$ cat src/rtl/serial_adder_pkg.sv
// serial_adder_pkg: shared FSM state type and default width for the serial adder.
package serial_adder_pkg;

    typedef enum logic [1:0] {IDLE, SHIFT, DONE} state_t;

    localparam int DEFAULT_WIDTH = 8;

endpackage

$ cat src/rtl/full_adder_cell.sv
// full_adder_cell: one-bit full adder built from two half adder cells and an OR on the carries.
module half_adder (
    input  logic a,
    input  logic b,
    output logic c,
    output logic s
);

    assign s = a ^ b;
    assign c = a & b;

endmodule

module full_adder_cell (
    input  logic a,
    input  logic b,
    input  logic cin,
    output logic s,
    output logic cout
);

    logic s1, c1, c2;

    half_adder u_ha0 (.a(a),  .b(b),   .c(c1), .s(s1));
    half_adder u_ha1 (.a(s1), .b(cin), .c(c2), .s(s));

    assign cout = c1 | c2;

endmodule

$ cat src/rtl/serial_adder.sv
// serial_adder: bit-serial LSB-first adder with valid/ready on operands and result.
// Define SERIAL_ADDER_SUB_EN to add the sub port (a + ~b + 1 when sub=1).
module serial_adder
    import serial_adder_pkg::*;
#(
    parameter int WIDTH = DEFAULT_WIDTH
) (
    input  logic             clk,
    input  logic             rst,
    input  logic             in_valid,
    output logic             in_ready,
    input  logic [WIDTH-1:0] a,
    input  logic [WIDTH-1:0] b,
`ifdef SERIAL_ADDER_SUB_EN
    input  logic             sub,
`endif
    output logic             out_valid,
    input  logic             out_ready,
    output logic [WIDTH-1:0] sum,
    output logic             cout,
    output logic             busy
);

    localparam int CW = $clog2(WIDTH);
    localparam logic [CW-1:0] LAST = CW'(WIDTH - 1);

    state_t           state, state_nx;
    logic [WIDTH-1:0] shift_a, shift_b;
    logic [CW-1:0]    cnt;
    logic             carry, s, c, accept, inv;

`ifdef SERIAL_ADDER_SUB_EN
    assign inv = sub;
`else
    assign inv = 1'b0;
`endif

    assign in_ready = state == IDLE;
    assign busy     = state != IDLE;
    assign accept   = in_valid && in_ready;
    assign cout     = carry;

    full_adder_cell u_fa (.a(shift_a[0]), .b(shift_b[0]), .cin(carry), .s(s), .cout(c));

    always_ff @(posedge clk) begin
        state <= rst ? IDLE : state_nx;
    end

    always_comb begin
        state_nx = state;
        case (state)
            IDLE:    state_nx = in_valid ? SHIFT : IDLE;
            SHIFT:   state_nx = cnt == LAST ? DONE : SHIFT;
            DONE:    state_nx = out_valid && out_ready ? IDLE : DONE;
            default: state_nx = IDLE;
        endcase
    end

    // out_valid rises one cycle after entering DONE, giving WIDTH+1 cycles of latency
    always_ff @(posedge clk) begin
        if (rst) begin
            shift_a   <= '0;
            shift_b   <= '0;
            sum       <= '0;
            carry     <= 1'b0;
            cnt       <= '0;
            out_valid <= 1'b0;
        end else begin
            out_valid <= state == DONE && !(out_valid && out_ready);
            if (accept) begin
                shift_a <= a;
                shift_b <= inv ? ~b : b;
                carry   <= inv;
                cnt     <= '0;
            end else if (state == SHIFT) begin
                shift_a <= shift_a >> 1;
                shift_b <= shift_b >> 1;
                sum     <= {s, sum[WIDTH-1:1]};
                carry   <= c;
                cnt     <= cnt == LAST ? cnt : cnt + 1'b1;
            end
        end
    end

endmodule

$ cat config.mk
export PLATFORM = sky130hd
export DESIGN_NAME = serial_adder
export DESIGN_NICKNAME = d
export VERILOG_FILES = /design/src/rtl/serial_adder_pkg.sv /design/src/rtl/full_adder_cell.sv /design/src/rtl/serial_adder.sv
export SDC_FILE = /design/constraint.sdc
export NUM_CORES = 1
export LEC_CHECK = 0
export ABC_CLOCK_PERIOD_IN_PS = 1850
export BUFFER_PORTS_ARGS = -buffer_cell sky130_fd_sc_hd__buf_2
export CORE_UTILIZATION = 52
export CTS_CLUSTER_DIAMETER = 60
export DETAILED_ROUTE_END_ITERATION = 16
export PLACE_DENSITY = 0.85
export SLEW_MARGIN = 20
export SYNTH_ARGS = -nofsm -noshare
export SYNTH_HDL_FRONTEND = slang
export SYNTH_SLANG_ARGS = --single-unit
$ cat constraint.sdc
create_clock -name clk -period 1.85 [get_ports clk]
set_input_delay 0.185 -clock clk [delete_from_list [all_inputs] [get_ports clk]]
set_output_delay 0.185 -clock clk [all_outputs]
set_load 0.05 [all_outputs]
### Yosys cells after proc, flatten, opt, wreduce, memory -nomap -nowiden

Cells that the tools add are included.

| storage, ports and cells | value |
|---|---|
| bits of input ports | 20 |
| register bits after elaboration | 31 |
| word-level logic and storage cells | 36 |

| cells by class | value |
|---|---|
| multiplexer cells | 8 |
| reductions and logical operators | 10 |
| $add $sub $neg | 1 |
| equal/unequal tests | 3 |
| bitwise gates (word level) | 7 |

Operator list:

| operator | number |
|---|---|
| 2-to-1 mux 8 bit | 4 |
| case mux 2 bit (3 select lines) | 1 |
| 2-to-1 mux 2 bit | 2 |
| AND reduction 2 bit | 2 |
| nonzero test 2 bit | 2 |
| adder 3 x 1 -> 3 bit (second input constant) | 1 |
| equality test 3 bit (second input constant) | 1 |
| logical AND 1 bit | 3 |
| bitwise AND 1 bit | 2 |
| equality test 2 x 1 -> 1 bit (second input constant) | 1 |
| equality test 2 bit (second input constant) | 1 |
| logical NOT 2 bit | 1 |
| inverter 1 bit | 2 |
| OR reduction 2 bit | 1 |
| bitwise XOR 1 bit | 2 |
| logical NOT 1 bit | 1 |
| 2-to-1 mux 1 bit | 1 |
| bitwise OR 1 bit | 1 |

### Depth between registers and ports, before layout

| logic depth | value |
|---|---|
| word-level depth | 4 |
| mapped depth | 6 |

### By module

Synthesis repeated with hierarchy kept, for this count alone.

| second synthesis, totals | value |
|---|---|
| cell total of the unflattened synthesis | 157 |
| area, all modules | 1,360.1 sq um |

By module, submodules not included:

| module | instances | cells each | area an instance (sq um) | seq. area each (sq um) |
|---|---|---|---|---|
| serial_adder | 1 | 154 | 1,328.8 | 620.6 |
| half_adder | 2 | 1 | 12.5 | 0.0 |
| full_adder_cell | 1 | 1 | 6.3 | 0.0 |

### Least setup slack after synthesis

Ideal clock, no wire load.

| path | value |
|---|---|
| kind | reg2out |
| from | reg state[0] |
| to | out in_ready |
| stages on the path, launching flop included | 4 |
| required time | 1.665 ns |
| arrival | 1.253 ns |
| setup slack | 0.412 ns |
| cells stage by stage | dfxtp_1 -> buf_4 -> or2_2 -> inv_1 |

| on the way | value |
|---|---|
| word-level cells in the longest chain between the ends | 1 |

Ends and longest elaborated chain:

| element | RTL line | RTL |
|---|---|---|
| start: declaration | serial_adder.sv:27 | `state_t state, state_nx;` |
| start signal: assignment | serial_adder.sv:46 | `state <= rst ? IDLE : state_nx;` |
| logical NOT 2 bit | serial_adder.sv:38 | `assign in_ready = state == IDLE;` |
| end: declaration | serial_adder.sv:11 | `output logic in_ready,` |

No other way between the ends.

### Worst setup path after layout

| path | value |
|---|---|
| from | reg state[1] |
| to | out in_ready |

Same word-level chain as after synthesis.

==> reports/results.tsv <==
stage	metric	value	unit
run_status	status	complete, no violations	
logic_synthesis	Compound-Gate Fraction of Synth Area	0.191	
pwr	Pwr Density	893	nW/µm²
logic_synthesis	Avg Synthesized Cell Area	8.73	µm²
route	detailed-route wire length	2780	µm
sta	clock skew	0.0123	ns
route	via count	1164	
setup_path	CP Class	register to output port	
logic_synthesis	mux cell area share after synthesis	0.0222	
sta	RSZ-0062 raised after global routing	no	
logic_synthesis	Post-synth EDFFs	0	
sta	max-slew violations	0	
sta	setup tns final	0	ns
clocking	TritonCTS clock tree	done	
floorplan	Die Y	53.0	µm
floorplan	IO Pins	32	
clocking	CTS hold repair buffers	0	
hold_path	worst min-delay path class	input pin to register	
sta	Tmin final	1.62	ns
pwr	leakage	0.000656	µW
grt	initial antenna violation count	0	
route	Avg Vias per Cell	5.39	
logic_synthesis	Post-Syn Area	1350	µm²
sta	final setup fails	0	
route	antenna viol nets, final	0	
clocking	H-tree level count	2	
logic_synthesis	top cell type's share of synthesized area	0.458	
route	DR iter-0 viols	21	
floorplan	Initial Utilization	0.546	
logic_synthesis	Post-Synth Adder-Cell Area	0.0333	
setup_path	critical path peak fanout	10	
sta	worst slew pin tran	0.548	ns
grt	largest net degree at the start of global routing	22	
clocking	Post-CTS Setup Bufs	0	
route	drt drc	0	
route	Routed WL per cell	12.9	µm
setup_path	Setup crit end kind	output port	
clocking	CTS sink count	31	
cells_and_area	share of cells above drive strength 1	0.274	
logic_synthesis	largest area contributor in the synthesized netlist	dfxtp_1	
logic_synthesis	Cell variety after synth	28	
logic_synthesis	largest family of logic cells by synthesized area	simple AND/OR/NAND/NOR gates	
pwr	Total Power	1390	µW
run	MaxCap Viol Count	0	
setup_path	r2r setup slk	0.23	ns
setup_path	Crit path required time	1.66	ns
route	Detailed Routing Iterations Pass 1	4	
logic_synthesis	Synth Area in Simple Gates	0.215	
logic_synthesis	most common library cells after synthesis	31 x dfxtp_1, 31 x nand2_1, 23 x a21oi_1	
sta	Slew headroom	0.634	
clocking	worst-case clock buffer depth	2	
cells_and_area	n_diodes	0	
cells_and_area	number of nets in the layout	208	
setup_path	arrival time of the worst setup path	1.44	ns
floorplan	Die ar.	2810	µm²
sta	Final Hold Viols	0	
logic_synthesis	sequential cell area fraction in the yosys report	0.458	
floorplan	Core Box Area	2480	µm²
logic_synthesis	Synth Register Bits	31	
clocking	Num CTS Buffers	5	
clocking	Worst-path clk slew	0.09	ns
cells_and_area	fill count	223	
logic_synthesis	cells taking the most area after synthesis	dfxtp_1 46%, nand2_1 8.6%, a21oi_1 8.5%, a211oi_1 6.1%, nor2_1 4.7%	
sta	final period utilization	0.877	
grt	GR Overflow Total	0	
placement	number of port buffers	31	
clocking	Resized Gates After CTS	0	
clocking	Root Driver	clkbuf_4	
logic_synthesis	ys flop type	dfxtp_1	
placement	HPWL Detailed	2000	µm
grt	total track usage	0.234	
logic_synthesis	Cells after Synth	155	
cells_and_area	area grow syn2layout	15.3	%
setup_path	startpoint types	register	
logic_synthesis	Net Count, Synth	178	
grt	wire length of the first global-routing pass	4570	µm
logic_synthesis	Synth Area in XOR/XNOR	0.00647	
floorplan	Die Wd	53.0	µm
grt	number of global-route vias before repair	1097	
clocking	Clk Latency, worst-skew pair	0.34	ns
logic_synthesis	YS warnings	0	
logic_synthesis	Async SR Flop Fraction	0	
pwr	Worst VDD drop	0.673	mV
floorplan	row count	18	
placement	GPL Wtd Cong	0.731	
sta	Fmax	0.617	GHz
-- power by group --
group | leakage (µW) | internal (µW) | switching, µW
sequential | 0.000254 | 706 | 29.8
clock | 0.0000386 | 223 | 229
combinational | 0.000364 | 82.3 | 124
total | 0.000656 | 1010 | 382
-- state kept, by name (all words and copies together) (netlist names) --
register,flops
cout,1
shift_b,8
state,2
out_valid,1
sum,8
shift_a,8
cnt,3
-- cell families (layout without fill, tap and decap cells) --
group | count (synthesis) | count (layout)
xor gates and xnor gates | 1 | 1
adders and majority gates | 3 | 3
DFF | 31 | 31
muxes | 3 | 3
buffers and inverters | 16 | 47
and+or+nand+nor | 62 | 62
AOI/OAI and AO/OA | 39 | 39
-- final timing paths --
kind / cells past startpoint / to / start
min: 2 / out_valid$_SDFF_PP0_ / out_ready
max reg2reg: 4 / shift_a[6]$_SDFFE_PP0P_ / state[1]$_SDFF_PP0_
max: 3 / in_ready / state[1]$_SDFF_PP0_
min reg2reg: 2 / sum[0]$_SDFFE_PP0P_ / sum[0]$_SDFFE_PP0P_
-- area by class of cell --
class                      count  area (µm²)  area share
multi-input combinational    108         634       0.406
sequential                    31         621       0.397
timing repair buffer          35         185       0.119
clock buffer                   8        68.8      0.0441
tap                           30        37.5      0.0240
inverter                       4        15.0     0.00962
-- per-stage QoR --
step | instance area [µm²] | setup slack (ns) | hold slack [ns] | std cells | util
floorplan | 1350 | 0.412 | 0.260 | 155 | -
global placement | 1490 | 0.405 | 0.394 | 208 | 0.603
detailed placement | 1490 | 0.271 | 0.399 | 208 | 0.603
CTS | 1560 | 0.227 | 0.0385 | 216 | 0.630
global route | 1560 | 0.0957 | 0.0351 | 216 | 0.630
finish | 1560 | 0.228 | 0.0422 | 216 | 0.630
-- critical path, cell delays in order (launching register included) --
cell and delay [ns]:
dfxtp_1 0.44, or2_2 0.36, inv_1 0.05, buf_2 0.25
-- cells in the final DEF (no fill, tap or decap), drive strengths merged --
| cell type | instances |
|---|---|
| clkbuf | 8 |
| inv | 4 |
| o221a | 2 |
| buf | 35 |
| nand3 | 2 |
| a211oi | 11 |
| nor2 | 17 |
| nor3 | 4 |
| or3b | 1 |
| nand2 | 31 |
| mux2i | 3 |
| and2b | 1 |
| a2111oi | 1 |
| nor2b | 1 |
| a31o | 1 |
| a311oi | 1 |
| or2 | 1 |
| xnor2 | 1 |
| dfxtp | 31 |
| nand2b | 1 |
| fa | 1 |
| ha | 2 |
| a21oi | 23 |
| nor3b | 3 |
-- metal layers --
metal,vias to the layer above,share of wire,global-route usage
met5,-,0,0
met1,539,0.43,0.254
met4,0,0.026,0.184
met2,27,0.50,0.388
li1,590,-,-
met3,8,0.044,0.0546
Power figures use the tool's default switching activity.
